$ cat config.mk
export PLATFORM = sky130hd
export DESIGN_NAME = mat_uart_printer
export DESIGN_NICKNAME = d
export VERILOG_FILES = /design/src/rtl/mat_uart_printer_pkg.sv /design/src/rtl/mat_uart_printer_hex_to_ascii.sv /design/src/rtl/mat_uart_printer.sv
export SDC_FILE = /design/constraint.sdc
export NUM_CORES = 1
export LEC_CHECK = 0
export CAP_MARGIN = 0
export CORE_MARGIN = 3
export CORE_UTILIZATION = 39
export DETAILED_ROUTE_END_ITERATION = 16
export PLACE_DENSITY = 0.67
export SYNTH_ARGS = -nofsm -noshare
export SYNTH_HDL_FRONTEND = slang
export SYNTH_SLANG_ARGS = --single-unit
$ cat constraint.sdc
create_clock -name i_clk -period 8.7 [get_ports i_clk]
set_input_delay 2.61 -clock i_clk [delete_from_list [all_inputs] [get_ports i_clk]]
set_output_delay 2.61 -clock i_clk [all_outputs]
set_load 0.005 [all_outputs]
$ cat src/rtl/mat_uart_printer_pkg.sv
// Shared constants for the matrix text printer: ASCII codes, line layout and FSM states.
package mat_uart_printer_pkg;

    localparam logic [7:0] LBRACK  = 8'h5B;
    localparam logic [7:0] RBRACK  = 8'h5D;
    localparam logic [7:0] COMMA   = 8'h2C;
    localparam logic [7:0] SPACE   = 8'h20;
    localparam logic [7:0] CR      = 8'h0D;
    localparam logic [7:0] LF      = 8'h0A;
    localparam logic [7:0] ZERO    = 8'h30;
    localparam logic [7:0] A_UPPER = 8'h41;

    localparam logic [4:0] LINE_LEN = 5'd25;
    localparam logic [4:0] LAST_POS = LINE_LEN - 5'd1;
    localparam logic [4:0] DIG0_POS = 5'd2;
    localparam logic [4:0] DIG1_POS = 5'd9;
    localparam logic [4:0] DIG2_POS = 5'd16;

    typedef enum logic [1:0] {
        StIdle,
        StEmit,
        StFinish
    } state_e;

endpackage

$ cat src/rtl/mat_uart_printer_hex_to_ascii.sv
// Converts one hex nibble to its uppercase ASCII character.
module mat_uart_printer_hex_to_ascii
    import mat_uart_printer_pkg::*;
(
    input  logic [3:0] i_nibble,
    output logic [7:0] o_char
);

    always_comb begin
        if (i_nibble < 4'd10) begin
            o_char = ZERO + {4'h0, i_nibble};
        end else begin
            o_char = A_UPPER + {4'h0, i_nibble} - 8'd10;
        end
    end

endmodule

$ cat src/rtl/mat_uart_printer.sv
// Captures a packed 3x3 result matrix and streams it as hex text lines over a
// valid/ready byte interface.
module mat_uart_printer
    import mat_uart_printer_pkg::*;
#(
    parameter int unsigned ELEM_W = 17,
    parameter int unsigned N      = 3
) (
    input  logic                    i_clk,
    input  logic                    i_reset,
    input  logic                    i_start,
    input  logic [0:N*N*ELEM_W-1]   i_c_mat,
    output logic [7:0]              o_tx_data,
    output logic                    o_tx_valid,
    input  logic                    i_tx_ready,
    output logic                    o_busy,
    output logic                    o_done
);

    localparam int unsigned HEX_DIGITS = (ELEM_W + 3) / 4;

    if (N != 3) begin : g_bad_n
        $error("mat_uart_printer supports only N == 3");
    end

    state_e                  r_state;
    logic [0:N*N*ELEM_W-1]   r_data;
    logic [1:0]              r_row;
    logic [4:0]              r_pos;
    logic [7:0]              r_tx_data;
    logic                    r_tx_valid;
    logic                    r_busy;
    logic                    r_done;

    logic [1:0]              w_nrow;
    logic [4:0]              w_npos;
    logic [1:0]              w_col;
    logic [4:0]              w_dig;
    int unsigned             w_nib;
    logic [ELEM_W-1:0]       w_elem;
    logic [HEX_DIGITS*4-1:0] w_ext;
    logic [3:0]              w_nibble;
    logic [7:0]              w_hex_char;
    logic [7:0]              w_char;
    logic                    w_xfer;
    logic                    w_last;

    assign w_xfer = r_tx_valid && i_tx_ready;
    assign w_last = (r_row == 2'd2) && (r_pos == LAST_POS);

    // Position of the byte that follows the one currently on the bus.
    always_comb begin
        if (r_pos == LAST_POS) begin
            w_npos = 5'd0;
            w_nrow = r_row + 2'd1;
        end else begin
            w_npos = r_pos + 5'd1;
            w_nrow = r_row;
        end
    end

    always_comb begin
        w_col = 2'd0;
        w_dig = 5'd0;
        if (w_npos >= DIG2_POS) begin
            w_col = 2'd2;
            w_dig = w_npos - DIG2_POS;
        end else if (w_npos >= DIG1_POS) begin
            w_col = 2'd1;
            w_dig = w_npos - DIG1_POS;
        end else if (w_npos >= DIG0_POS) begin
            w_dig = w_npos - DIG0_POS;
        end
    end

    always_comb begin
        w_nib = 0;
        if (32'(w_dig) < HEX_DIGITS) begin
            w_nib = HEX_DIGITS - 1 - 32'(w_dig);
        end
    end

    assign w_elem = r_data[(32'(w_nrow) * N + 32'(w_col)) * ELEM_W +: ELEM_W];

    // Zero-extend to whole nibbles so the top digit never picks up stray bits.
    always_comb begin
        w_ext = '0;
        w_ext[ELEM_W-1:0] = w_elem;
    end

    assign w_nibble = w_ext[w_nib*4 +: 4];

    mat_uart_printer_hex_to_ascii u_hex (
        .i_nibble (w_nibble),
        .o_char   (w_hex_char)
    );

    always_comb begin
        case (w_npos)
            5'd0:                      w_char = LBRACK;
            5'd1, 5'd8, 5'd15, 5'd21:  w_char = SPACE;
            5'd7, 5'd14:               w_char = COMMA;
            5'd22:                     w_char = RBRACK;
            5'd23:                     w_char = CR;
            5'd24:                     w_char = LF;
            default:                   w_char = w_hex_char;
        endcase
    end

    always_ff @(posedge i_clk or posedge i_reset) begin
        if (i_reset) begin
            r_state    <= StIdle;
            r_data     <= '0;
            r_row      <= 2'd0;
            r_pos      <= 5'd0;
            r_tx_data  <= 8'h00;
            r_tx_valid <= 1'b0;
            r_busy     <= 1'b0;
            r_done     <= 1'b0;
        end else begin
            case (r_state)
                StIdle: begin
                    r_done <= 1'b0;
                    if (i_start) begin
                        r_data     <= i_c_mat;
                        r_row      <= 2'd0;
                        r_pos      <= 5'd0;
                        r_tx_data  <= LBRACK;
                        r_tx_valid <= 1'b1;
                        r_busy     <= 1'b1;
                        r_state    <= StEmit;
                    end
                end
                StEmit: begin
                    if (w_xfer) begin
                        if (w_last) begin
                            r_tx_valid <= 1'b0;
                            r_tx_data  <= 8'h00;
                            r_busy     <= 1'b0;
                            r_done     <= 1'b1;
                            r_state    <= StFinish;
                        end else begin
                            r_row     <= w_nrow;
                            r_pos     <= w_npos;
                            r_tx_data <= w_char;
                        end
                    end
                end
                StFinish: begin
                    r_done  <= 1'b0;
                    r_row   <= 2'd0;
                    r_pos   <= 5'd0;
                    r_state <= StIdle;
                end
                default: r_state <= StIdle;
            endcase
        end
    end

    assign o_tx_data  = r_tx_data;
    assign o_tx_valid = r_tx_valid;
    assign o_busy     = r_busy;
    assign o_done     = r_done;

endmodule

Yosys cells after proc, flatten, opt, wreduce, memory -nomap -nowiden
Index checks and enable logic that the tools add are counted.
{"block": "word_totals", "reg_bits": 172, "latchBits": 0, "mem_bits_rw": 0, "rom_bits": 0, "input_bits": 157, "out_inout_bits": 11, "memories": 0}
{"block": "op_classes", "n_addsub": 10, "multipliers": 2, "div_mod_pow": 0, "magnitude_cmp": 5, "n_eq_ne": 17, "shift": 2, "n_mux": 33, "n_bitwise": 1, "n_reduce_logical": 16}
{"operator": "$shiftx 153x33->154", "count": 1}
{"operator": "$pmux 8 s6", "count": 1}
{"operator": "$mux 5", "count": 7}
{"operator": "$not 10->33", "count": 1}
{"operator": "$shiftx 20x33->4", "count": 1}
{"operator": "$mux 8", "count": 4}
{"operator": "$mux 30", "count": 1}
{"operator": "$eq 5x5->1 const B", "count": 5}
{"operator": "$mux 2", "count": 8}
{"operator": "$pmux 8 s2", "count": 1}
{"operator": "$eq 5x4->1 const B", "count": 3}
{"operator": "$pmux 5 s3", "count": 1}
{"operator": "$mul 5x5->10 const B", "count": 1}
{"operator": "$reduce_and 3->1", "count": 3}
{"operator": "$add 7x4->8 const A", "count": 1}
{"operator": "$ne 2x2->1 const B", "count": 4}
{"operator": "$reduce_and 4->1", "count": 2}
{"operator": "$sub 8x4->8 const B", "count": 1}
{"operator": "$add 6x4->7 const A", "count": 1}
{"operator": "$mux 1", "count": 6}
{"operator": "$pmux 2 s3", "count": 1}
{"operator": "$sub 3x5->6 const A", "count": 1}
{"operator": "$add 4x2->5", "count": 1}
{"operator": "$add 5x1->5 const B", "count": 1}
{"operator": "other kinds (24)", "count": 29}

Longest topological paths before layout
Gate-level depths: netlist (run 1).
{"block": "depth", "ltp_word": 17, "ltp_mapped": 27, "depth_no_buf": 23}

Modules after synthesis
Synthesis (run 1) repeated with hierarchy kept, for this count alone.
{"block": "unflattened", "cells_unflattened": 885, "hier_area_um2": 10228.6}
{"mod": "mat_uart_printer", "n_inst": 1, "cells_each": 869, "area_per_inst_um2": 10123.5, "seq_area_each_um2": 4304.1}
{"mod": "mat_uart_printer_hex_to_ascii", "n_inst": 1, "cells_each": 16, "area_per_inst_um2": 105.1, "seq_area_each_um2": 0.0}

Least setup slack after synthesis (run 1)
No wires, ideal clock.
{"block": "synth_timing", "path_kind": "flip-flop to flip-flop", "from": "register r_pos[0]", "to": "register r_tx_data[2], in the netlist o_tx_data[2]", "t_arrival_ps": 6151, "required_time_ps": 8597, "setup_slack_ps": 2445, "stages_incl_launch_ff": 24, "n_path_buf": 7, "period_less_slack_ps": 6255, "cell_sequence": "dfrtp_1 inv_1 ha_1 nand4b_1 or2b_2 buf_6 ha_1 and2b_1 and4_4 or3_1 buf_2 nor3_1 ha_1 clkbuf_1 clkbuf_1 buf_2 buf_1 clkbuf_1 mux4_2 mux2i_1 o21ai_0 o32a_2 and3_1 o41ai_2"}
{"block": "synth_between", "elab_chain_len": 17, "word_cells_on_any_way": 46, "cone_classes": "9 x add/sub; 2 x mul; 5 x order compare; 10 x eq/ne; 2 x shift; 13 x mux; 1 x bitwise; 4 x reduce/logical"}
{"item": "start: declaration", "line": "mat_uart_printer.sv:29", "text": "logic [4:0] r_pos;"}
{"item": "start signal: assignment", "line": "mat_uart_printer.sv:144", "text": "r_pos <= w_npos;"}
{"item": "$add 5x1->5 / $eq 5x5->1 (equally long branches)", "line": "mat_uart_printer.sv:57, mat_uart_printer.sv:49, mat_uart_printer.sv:53"}
{"item": "$mux 5", "line": "mat_uart_printer.sv:53", "text": "if (r_pos == LAST_POS) begin"}
{"item": "$ge 5x4->1", "line": "mat_uart_printer.sv:68", "text": "end else if (w_npos >= DIG1_POS) begin"}
{"item": "$mux 1", "line": "mat_uart_printer.sv:68"}
{"item": "$mux 2", "line": "mat_uart_printer.sv:65", "text": "if (w_npos >= DIG2_POS) begin"}
{"item": "$add 4x2->5", "line": "mat_uart_printer.sv:83", "text": "assign w_elem = r_data[(32'(w_nrow) * N + 32'(w_col)) * ELEM_W +: ELEM_W];"}
{"item": "$mul 5x5->10", "line": "mat_uart_printer.sv:83"}
{"item": "$not 10->33 (not written as such)", "line": "mat_uart_printer.sv:83"}
{"item": "$shiftx 153x33->154", "line": "mat_uart_printer.sv:83"}
{"item": "$shiftx 20x33->4", "line": "mat_uart_printer.sv:91", "text": "assign w_nibble = w_ext[w_nib*4 +: 4];"}
{"item": "$add 7x4->8", "line": "mat_uart_printer_hex_to_ascii.sv:13", "text": "o_char = A_UPPER + {4'h0, i_nibble} - 8'd10;"}
{"item": "$sub 8x4->8", "line": "mat_uart_printer_hex_to_ascii.sv:13"}
{"item": "$mux 8", "line": "mat_uart_printer_hex_to_ascii.sv:10", "text": "if (i_nibble < 4'd10) begin"}
{"item": "$pmux 8 s6", "line": "mat_uart_printer.sv:99", "text": "case (w_npos)"}
{"item": "$mux 8 *", "line": "mat_uart_printer.sv:136", "text": "if (w_last) begin"}
{"item": "$mux 8 *", "line": "mat_uart_printer.sv:135", "text": "if (w_xfer) begin"}
{"item": "$pmux 8 s2 *", "line": "mat_uart_printer.sv:121", "text": "case (r_state)"}
{"item": "end signal: assignment", "line": "mat_uart_printer.sv:145", "text": "r_tx_data <= w_char;"}
{"item": "end: declaration", "line": "mat_uart_printer.sv:30", "text": "logic [7:0] r_tx_data;"}
Every way passes the cells marked *; elsewhere a longest branch is shown, timed or not. The select of a mux whose other input is x is not followed.
A chain may end at the register's enable or synchronous reset.

Worst setup path in the final report (run 1)
{"block": "layout_timing", "from": "register r_pos[0]", "to": "register r_tx_data[0], in the netlist o_tx_data[0]"}
Same word-level chain as after synthesis.

==> impl_results.md, run 1 <==
* Total track usage at 27.0%
* Vias/cell at 5.87
* Number of distinct standard cells referenced by the synthesized netlist at just over 100
* Number of filler instances in the final layout at 2716
* Total wirelength of the detailed-routed design at 42.2 mm
* Die area at 31100 um^2
* Ratio of cells with drive above 1 in the final layout at 8.98%
* CTS Hold Bufs at 0
* Standard-cell row count at 61
* Area of the mapped netlist at approximately 11000 um^2
* Ys flop type: sky130_fd_sc_hd__dfrtp_1
* Worst setup EP type: flop
* Synth warn at 0
* WHS at around 480 ps
* Count of inserted antenna diode cells at 0
* Worst-path cell chain: inv_1, ha_1, nand4b_1, or2b_2, ha_1, and2b_1, and4_4, or3_1, buf_4, nor3_1, ha_2, fa_2, nor2_1, a32oi_1, or3_1, o41ai_1, a211oi_1, o311ai_0, a211oi_1, or3_1, and2_1, a2111oi_2, a21oi_1
* Clock sink count at 171
* Maximum level of the CTS H-tree at 4
* Critical path start-end classification: reg -> reg
* Core footprint at ~28000 um^2
* Register-to-register path setup slack at 1080 ps
* 1st-iter DRT viols at around 1400
* First-pass GRT wire length at 64.8 mm
* Post-layout nets at 1659
* Req. time, crit path at 9020 ps
* Hpwl dp at approximately 31 mm
* Least-Margin Pin Slew at approximately 1100 ps
* Run status: completed
* Antenna viol nets, final at 0
* Number of max-capacitance violations reported at 0
* Starting density of the core at 40.1%
* Clk Tree Root Cell: sky130_fd_sc_hd__clkbuf_16
* Dominant delay contributor by cell family on the critical path: simple AND/OR/NAND/NOR gates
* Area growth from synthesis to layout at 21.1%
* Largest fanout on the critical path at 15
* Later-pin clock latency in the skew report at 450 ps
* Number of max-slew violations in the final report at 0
* Pin count of the biggest net entering global routing at just under 90
* Most frequent standard cell in the layout excluding fill and tap cells: sky130_fd_sc_hd__nand2_1
* Register area share after synthesis at 37.9%
* Vias in the first global route at 10900
* CTS resizes at 0
* Fraction of synthesis flops using an asynchronous set or reset pin at 100%
* Number of flops mapped to enable cells by yosys at 0
* CP Launch Type: flop
* Net Count, Synth at 1553
* Setup repair after global routing missed its margin: false
* Commonest non-fill, non-tap cells in the layout: 534 x sky130_fd_sc_hd__nand2_1, 171 x sky130_fd_sc_hd__dfrtp_1, 166 x sky130_fd_sc_hd__clkdlybuf4s50_1
* Total setup buffers inserted after CTS at 0
* Count of buffers from port buffering at 166
* Worst-case clock buffer depth at 2
* Die Wd at 176 um
* Initial antenna violation count at 1
* Number of remaining DRC errors at 0
* Die extent in y at 176 um
* Clock buffer count from CTS at 17
* Setup clock skew after layout at 13.2 ps
* Slowest stage cell on the critical path: sky130_fd_sc_hd__nor2_1
* Final setup TNS at 0 ps
* Crit path arrival time at 7930 ps
* Post-route fraction of the period consumed by the critical path at 87.6%
* Highest clock frequency the design can meet at 131 MHz
* Total number of vias at 11000
* Max-Slew Margin vs Limit at between 20% and 30%
* Routability Congestion at 0.974
* Worst min-delay path category: reg -> reg
* Num ports at 168
* Post-layout minimum cycle time at 7620 ps
* Longest individual stage delay on the worst path at 850 ps
* Cell repeated most along the worst path: sky130_fd_sc_hd__or3_1
* Routed WL per cell at 22.4 um
* Hold Vio Cnt, Final at 0
* CTS tree: done
* Worst path bufs/invs at 2
* Register clock-pin slew on the reported worst setup and hold paths at 70 ps
* Cell count after synthesis at 1385
* Remaining global-route overflow at 0
* Seq cells post-synth at around 170
* Number of setup violations in the final report at 0
* Mean post-synth cell area at 8.16 um^2
* Drt pass-1 iters at 8
-- cell usage after synthesis, drive strengths merged, types with 4 or more instances --
library cell / n / area [um^2]
inv: 18 / 70.1
o21ai: 49 / 272
a31oi: 14 / 87.6
nor3: 31 / 178
a22oi: 6 / 45.0
dfrtp: 171 / 4280
a311oi: 6 / 52.6
nand4: 9 / 56.3
clkbuf: 63 / 307
o21a: 4 / 30.0
o22ai: 14 / 87.6
ha: 9 / 113
o32ai: 5 / 51.3
a21o: 4 / 30.0
a221oi: 7 / 67.6
o311ai: 5 / 43.8
nor2: 59 / 231
o211ai: 12 / 90.1
a32oi: 4 / 35.0
nand2b: 7 / 43.8
mux2i: 46 / 460
nor2b: 9 / 56.3
nand2: 536 / 2020
a2111oi: 11 / 128
and3: 12 / 76.3
a211oi: 16 / 138
buf: 36 / 219
o31ai: 11 / 82.6
mux4: 23 / 518
or3: 11 / 68.8
o221ai: 7 / 67.6
mux2: 14 / 165
and2: 5 / 31.3
nand3: 31 / 168
nor4: 6 / 43.8
a21oi: 46 / 238
-- per-layer routing --
layer	GRT usage, %	part of all wire (%)	vias to the layer above
met1	37.2	44	5320
met4	11.5	4.4	0
met5	0	0	-
met2	42.1	45	542
met3	4.82	6.9	114
li1	-	-	5067
-- sequential cells by signal (all words and copies together), names as in the netlist --
name       flops
o_busy         1
o_done         1
r_state        2
o_tx_data      7
r_pos          5
r_row          2
r_data       153
-- path summary, 6_finish.rpt --
path,from,end,depth (start not counted)
min in group asynchronous,i_reset,r_data[64],2
min,r_data[56],r_data[56],2
max reg2reg,r_pos[0],o_tx_data[0],23
min reg2reg,r_data[56],r_data[56],2
max in group asynchronous,i_reset,o_tx_data[1],3
max,r_pos[0],o_tx_data[0],23
-- cell type report --
cell class | instances | area, um^2 | share of cell area, %
multi-input cells | 1094 | 6440 | 47.0
flip-flops and latches | 171 | 4280 | 31.3
repair buffers | 186 | 1810 | 13.2
well taps | 378 | 473 | 3.46
clock buffers | 17 | 425 | 3.11
clock inverters | 14 | 174 | 1.27
inverters | 21 | 86.3 | 0.631
-- logic make-up (layout without fill, tap and decap cells) --
kind of cell | after synthesis | after routing | share of synthesized area [%]
compound gates | 260 | 260 | 17.1
xor+xnor | 3 | 3 | 0.233
fa+ha+maj | 11 | 11 | 1.35
buf+inv | 120 | 238 | 5.37
flops | 171 | 171 | 37.9
mux | 83 | 83 | 10.1
other cells | 1 | 1 | 0.0332
simple gates | 736 | 736 | 27.9
-- metrics by stage --
stage	instances	util, %	worst slack (ps)	instance area [um^2]
6_report	1881	48.6	1080	13700
5_1_grt	1881	48.6	669	13700
4_1_cts	1881	48.6	1210	13700
2_1_floorplan	1385	-	1460	11300
3_3_place_gp	1850	46.5	1380	13100
3_5_place_dp	1850	46.5	1280	13100
-- worst min-delay path: stages (launching register included) --
cell and delay [ps]:
sky130_fd_sc_hd__dfrtp_1 350, sky130_fd_sc_hd__nand2_1 50, sky130_fd_sc_hd__nand2_1 50
Power of run 1 is not shown: default switching activity piles up to over one toggle a cycle in this logic, so the estimate is an artifact.
==> inputs of run 2 (changes only) <==
CORE_MARGIN = 4   (was 3)
HOLD_SLACK_MARGIN = 0.12   (was default)
SLEW_MARGIN = 10   (was default)
==> run 2 against run 1 <==
Global-route usage down 0.46 points. Setup slack better by 480 ps. Flip-flop and latch count unchanged. First-iteration DRC count down 5.2%. Fmax up 6.7%. Worst hold slack worse by 1.3 ps. Final area up 0.42%. Highest routed layer unchanged. Core utilization down 0.58 points. Die area up 2.3%.
==> impl_results.md, run 2 (same netlist as run 1, synthesis figures left out) <==
* Number of flip-flops under the largest register name at 153 (unchanged)
* Core footprint at 28600 um^2 (was 28200 um^2)
* Maximum level of the CTS H-tree at 4 (unchanged)
* Count of inserted antenna diode cells at 0 (unchanged)
* Post-layout minimum cycle time at 7140 ps (was 7620 ps)
* Area occupied by multi-input gates at 6440 um^2 (unchanged)
* Total track usage at 26.6% (was 27.0%)
* Max-Slew Margin vs Limit at 22.7% (was 27.4%)
* Number of max-capacitance violations reported at 0 (unchanged)
* Clk Tree Root Cell: sky130_fd_sc_hd__clkbuf_16 (unchanged)
* Routability Congestion at 1.01 (was 0.974)
* Die extent in y at 178 um (was 176 um)
* Post-layout nets at 1666 (was 1659)
* Number of remaining DRC errors at 0 (unchanged)
* Clock sink count at 171 (unchanged)
* Antenna viol nets, final at 0 (unchanged)
* Number of setup violations in the final report at 0 (unchanged)
* Standard-cell row count at 62 (was 61)
* Total setup buffers inserted after CTS at 0 (unchanged)
* Setup repair after global routing missed its margin: false (unchanged)
* Hpwl dp at 31.4 mm (about the same)
* Clock buffer count from CTS at 17 (unchanged)
* Drt pass-1 iters at 5 (was 8)
* Register clock-pin slew on the reported worst setup and hold paths at 80 ps (was 70 ps)
* Routed WL per cell at 22.3 um (was 22.4 um)
* Least-Margin Pin Slew at 1160 ps (was 1090 ps)
* Vias in the first global route at 10900 (about the same)
* Total number of vias at 11000 (about the same)
* Number of filler instances in the final layout at 2772 (was 2716)
* Hold Vio Cnt, Final at 0 (unchanged)
* Run status: completed (unchanged)
* Die Wd at 178 um (was 176 um)
* Largest fanout on the critical path at 15 (unchanged)
* Number of max-slew violations in the final report at 0 (unchanged)
* Highest clock frequency the design can meet at 140 MHz (was 131 MHz)
* CTS resizes at 0 (unchanged)
* Total wirelength of the detailed-routed design at 42.3 mm (was 42.2 mm)
* Later-pin clock latency in the skew report at 450 ps (about the same)
* Initial antenna violation count at 0 (was 1)
* Crit path arrival time at 7500 ps (was 7930 ps)
* Worst min-delay path category: reg -> reg (unchanged)
* Worst setup EP type: flop (unchanged)
* Num ports at 168 (unchanged)
* CTS tree: done (unchanged)
* 1st-iter DRT viols at 1280 (was 1350)
* Register area at 4280 um^2 (unchanged)
* Setup clock skew after layout at 15.5 ps (was 13.2 ps)
* Critical path start-end classification: reg -> reg (unchanged)
* CTS Hold Bufs at 0 (unchanged)
* Worst-case clock buffer depth at 2 (unchanged)
* Register bank with the most flops: r_data (unchanged)
* Area growth from synthesis to layout at 21.6% (was 21.1%)
* Remaining global-route overflow at 0 (unchanged)
* Ratio of cells with drive above 1 in the final layout at 9.46% (was 8.98%)
* Commonest non-fill, non-tap cells in the layout: 534 x sky130_fd_sc_hd__nand2_1, 171 x sky130_fd_sc_hd__dfrtp_1, 166 x sky130_fd_sc_hd__clkdlybuf4s50_1 (unchanged)
* Die area at 31800 um^2 (was 31100 um^2)
* Final setup TNS at 0 ps (unchanged)
* Count of buffers from port buffering at 166 (unchanged)
* Vias/cell at 5.81 (was 5.87)
* First-pass GRT wire length at 64.9 mm (was 64.8 mm)
* Post-route fraction of the period consumed by the critical path at 82.1% (was 87.6%)
* Starting density of the core at 39.5% (was 40.1%)
* CP Launch Type: flop (unchanged)
* Req. time, crit path at 9060 ps (was 9020 ps)
* Most frequent standard cell in the layout excluding fill and tap cells: sky130_fd_sc_hd__nand2_1 (unchanged)
* Pin count of the biggest net entering global routing at 84 (was 88)
==> run 2: cell count changes in the layout (fill, tap and decap cells not counted), moves of 3 or more <==
cell	delta
sky130_fd_sc_hd__clkinv_4	-3
sky130_fd_sc_hd__buf_4	+7
sky130_fd_sc_hd__clkinv_8	+3
sky130_fd_sc_hd__inv_6	+3
sky130_fd_sc_hd__inv_8	-3
==> run 2: path summary, 6_finish.rpt <==
path                            startpoint           end  slack [ps]  cells after the start
worst max-delay path              r_pos[0]  o_tx_data[0]        1560                     23
worst min-delay path            r_data[22]    r_data[22]         480                      2
worst max register to register    r_pos[0]  o_tx_data[0]        1560                     23
worst min register to register  r_data[22]    r_data[22]         480                      2
max in group asynchronous          i_reset   r_data[116]        5000                      3
min in group asynchronous          i_reset    r_data[13]        2480                      2
==> run 2: metrics by stage <==
step,util [%],setup slack [ps],hold slack [ps],area [um^2],cells
6_report,48.0,1560,478,13700,1895
3_5_place_dp,45.9,1710,457,13100,1863
2_1_floorplan,-,1460,437,11300,1385
4_1_cts,48.0,1660,475,13700,1895
5_1_grt,48.0,1240,493,13700,1895
3_3_place_gp,45.9,1920,452,13100,1863
==> run 2: final cells by class <==
cell class              instances  share of cell area (%)
multi-input cells            1094                    46.8
flip-flops and latches        171                    31.1
clock buffers                  17                    3.09
well taps                     384                    3.50
inverters                      21                   0.628
repair buffers                193                    13.6
clock inverters                15                    1.25
==> run 2: critical path, stage by stage, from the launching register on <==
cell                       delay, ps
sky130_fd_sc_hd__dfrtp_1         520
sky130_fd_sc_hd__inv_1           200
sky130_fd_sc_hd__ha_1            290
sky130_fd_sc_hd__nand4b_1        290
sky130_fd_sc_hd__or2b_2          450
sky130_fd_sc_hd__ha_1            280
sky130_fd_sc_hd__and2b_1         200
sky130_fd_sc_hd__and4_4          220
sky130_fd_sc_hd__or3_1           350
sky130_fd_sc_hd__buf_4           220
sky130_fd_sc_hd__nor3_1          320
sky130_fd_sc_hd__ha_2            260
sky130_fd_sc_hd__fa_2            460
sky130_fd_sc_hd__nor2_1          900
sky130_fd_sc_hd__a32oi_1         180
sky130_fd_sc_hd__or3_1           350
sky130_fd_sc_hd__o41ai_1          70
sky130_fd_sc_hd__a211oi_1        120
sky130_fd_sc_hd__o311ai_0        290
sky130_fd_sc_hd__a211oi_1        140
sky130_fd_sc_hd__or3_1           390
sky130_fd_sc_hd__and2_1          180
sky130_fd_sc_hd__a41o_1          240
sky130_fd_sc_hd__a21oi_1         140
==> run 2: routing by layer <==
metal | GRT usage [%] | vias up | share of wire (%)
met5 | 0 | - | 0
met4 | 10.7 | 0 | 4.0
met3 | 5.04 | 114 | 7.2
met2 | 41.6 | 508 | 46
met1 | 36.5 | 5313 | 43
li1 | - | 5076 | -
Power of run 2 is left out for the same reason.
==> inputs of run 3 (changes only) <==
PLACE_DENSITY = 0.69   (was 0.67)
clock period = 6.1 ns   (was 8.7 ns; I/O delays follow)
==> run 3 against run 2 <==
Critical path type unchanged. Core utilization up 2.0 points. First-iteration DRC count is 22% lower. Critical endpoint is now o_tx_data[2]. Wire length is 5.6% higher. Clock-buffer cell count is the same.
==> impl_results.md, run 3 (same netlist as run 1, synthesis figures left out) <==
* Run status: completed (unchanged)
* Number of filler instances in the final layout at 2717 (was 2772)
* Highest clock frequency the design can meet at 172 MHz (was 140 MHz)
* Core footprint at 28600 um^2 (unchanged)
* Setup clock skew after layout at 20.4 ps (was 15.5 ps)
* Req. time, crit path at 6440 ps (was 9060 ps)
* Vias/cell at 5.76 (was 5.81)
* Total track usage at 28.3% (was 26.6%)
* Standard-cell row count at 62 (unchanged)
* Die Wd at 178 um (unchanged)
* WHS at 477 ps (was 478 ps)
* Number of remaining DRC errors at 0 (unchanged)
* Total wirelength of the detailed-routed design at 44.7 mm (was 42.3 mm)
* Worst-case clock buffer depth at 2 (unchanged)
* Post-layout nets at 1720 (was 1666)
* CTS Hold Bufs at 0 (unchanged)
* Max-Slew Margin vs Limit at 37.3% (was 22.7%)
* Least-Margin Pin Slew at 940 ps (was 1160 ps)
* Hold Vio Cnt, Final at 0 (unchanged)
* Routed WL per cell at 22.9 um (was 22.3 um)
* Count of buffers from port buffering at 166 (unchanged)
* Hpwl dp at 33.6 mm (was 31.4 mm)
* Final setup TNS at 0 ps (unchanged)
* Vias in the first global route at 11000 (was 10900)
* Total number of vias at 11200 (was 11000)
* Number of max-capacitance violations reported at 0 (unchanged)
* Worst min-delay path category: reg -> reg (unchanged)
* Number of max-slew violations in the final report at 0 (unchanged)
* Count of inserted antenna diode cells at 0 (unchanged)
* Clock buffer count from CTS at 17 (unchanged)
* Area occupied by multi-input gates at 6450 um^2 (was 6440 um^2)
* Commonest non-fill, non-tap cells in the layout: 534 x sky130_fd_sc_hd__nand2_1, 170 x sky130_fd_sc_hd__dfrtp_1, 166 x sky130_fd_sc_hd__clkdlybuf4s50_1 (was 534 x sky130_fd_sc_hd__nand2_1, 171 x sky130_fd_sc_hd__dfrtp_1, 166 x sky130_fd_sc_hd__clkdlybuf4s50_1)
* CP Launch Type: flop (unchanged)
* Register bank with the most flops: r_data (unchanged)
* Number of flip-flops under the largest register name at 153 (unchanged)
* Register clock-pin slew on the reported worst setup and hold paths at 80 ps (about the same)
* Initial antenna violation count at 0 (unchanged)
* Ratio of cells with drive above 1 in the final layout at 12.9% (was 9.46%)
* Post-route fraction of the period consumed by the critical path at 95.3% (was 82.1%)
* Antenna viol nets, final at 0 (unchanged)
* Num ports at 168 (unchanged)
* Setup repair after global routing missed its margin: false (unchanged)
* Starting density of the core at 39.5% (unchanged)
* Maximum level of the CTS H-tree at 4 (unchanged)
* Area growth from synthesis to layout at 26.6% (was 21.6%)
* Largest fanout on the critical path at 33 (was 15)
* Die extent in y at 178 um (unchanged)
* Clock sink count at 171 (unchanged)
* Most frequent standard cell in the layout excluding fill and tap cells: sky130_fd_sc_hd__nand2_1 (unchanged)
* Crit path arrival time at 6150 ps (was 7500 ps)
* Routability Congestion at 0.975 (was 1.01)
* Remaining global-route overflow at 0 (unchanged)
* Drt pass-1 iters at 5 (unchanged)
* Placed instance count at 1916 (was 1863)
* Post-layout minimum cycle time at 5810 ps (was 7140 ps)
* Critical path start-end classification: reg -> reg (unchanged)
* Pin count of the biggest net entering global routing at 172 (was 84)
* First-pass GRT wire length at 68.5 mm (was 64.9 mm)
* CTS tree: done (unchanged)
* Die area at 31800 um^2 (unchanged)
* Later-pin clock latency in the skew report at 450 ps (about the same)
* Final Non-Filler Cells at 1948 (was 1895)
* Register area at 4280 um^2 (about the same)
* Number of setup violations in the final report at 0 (unchanged)
* 1st-iter DRT viols at 995 (was 1280)
* Worst setup EP type: flop (unchanged)
* Clk Tree Root Cell: sky130_fd_sc_hd__clkbuf_16 (unchanged)
[run 3: routing by layer]
metal  part of all wire (%)  global-route usage (%)  vias up  wire [um]
li1                       -                       -     5183          -
met1                     45                    40.4     5513      20000
met2                     45                    44.2      437      20200
met3                    5.9                    3.82       82       2610
met4                    3.9                    10.6        0       1760
met5                      0                       0        -          0
[run 3: final timing paths]
check                            from            to  slack [ps]  cells past startpoint
setup / recovery             r_pos[1]  o_tx_data[2]         290                     22
min in group asynchronous     i_reset    r_data[13]        1960                      3
setup reg to reg             r_pos[1]  o_tx_data[2]         290                     22
hold / removal             r_data[59]    r_data[59]         480                      2
max in group asynchronous     i_reset      r_pos[1]        3340                      3
hold reg to reg            r_data[59]    r_data[59]         480                      2
[run 3: layout make-up]
type / instances / share of cell area (%)
Sequential cell: 171 / 29.9
Clock inverter: 14 / 1.30
Clock buffer: 17 / 2.97
Inverter: 21 / 0.595
Tap cell: 384 / 3.36
Timing Repair Buffer: 247 / 16.7
Multi-Input combinational cell: 1094 / 45.1
[run 3: worst max-delay path: stages (launching register included)]
cell and delay [ps]:
sky130_fd_sc_hd__dfrtp_2 430, sky130_fd_sc_hd__inv_1 80, sky130_fd_sc_hd__ha_1 230, sky130_fd_sc_hd__nand4b_1 140, sky130_fd_sc_hd__or2b_2 350, sky130_fd_sc_hd__ha_1 250, sky130_fd_sc_hd__and2b_1 190, sky130_fd_sc_hd__and4_4 210
sky130_fd_sc_hd__or3_1 390, sky130_fd_sc_hd__nor3_2 190, sky130_fd_sc_hd__ha_2 230, sky130_fd_sc_hd__fa_2 480, sky130_fd_sc_hd__buf_12 200, sky130_fd_sc_hd__buf_4 230, sky130_fd_sc_hd__mux2i_1 140, sky130_fd_sc_hd__a221oi_1 330
sky130_fd_sc_hd__a32oi_1 120, sky130_fd_sc_hd__o211a_1 230, sky130_fd_sc_hd__nor4_1 580, sky130_fd_sc_hd__or3_1 220, sky130_fd_sc_hd__nand2_1 100, sky130_fd_sc_hd__and3_1 200, sky130_fd_sc_hd__o41ai_2 180
[run 3: stage by stage]
stage               utilization (%)  setup slack [ps]  instance area [um^2]
CTS                            49.9               165                 14300
finish                         50.0               288                 14300
global placement               47.7               249                 13700
detailed placement             47.7               225                 13700
global route                   50.0              6.49                 14300
floorplan                         -              70.0                 11300
[run 3: timing repair]
item / 4_1_cts / 5_1_grt
setup buffers: 0 / 1
resized for setup: 0 / 7
endpoints found under the setup margin: 0 / 7
Power of run 3 is left out for the same reason.
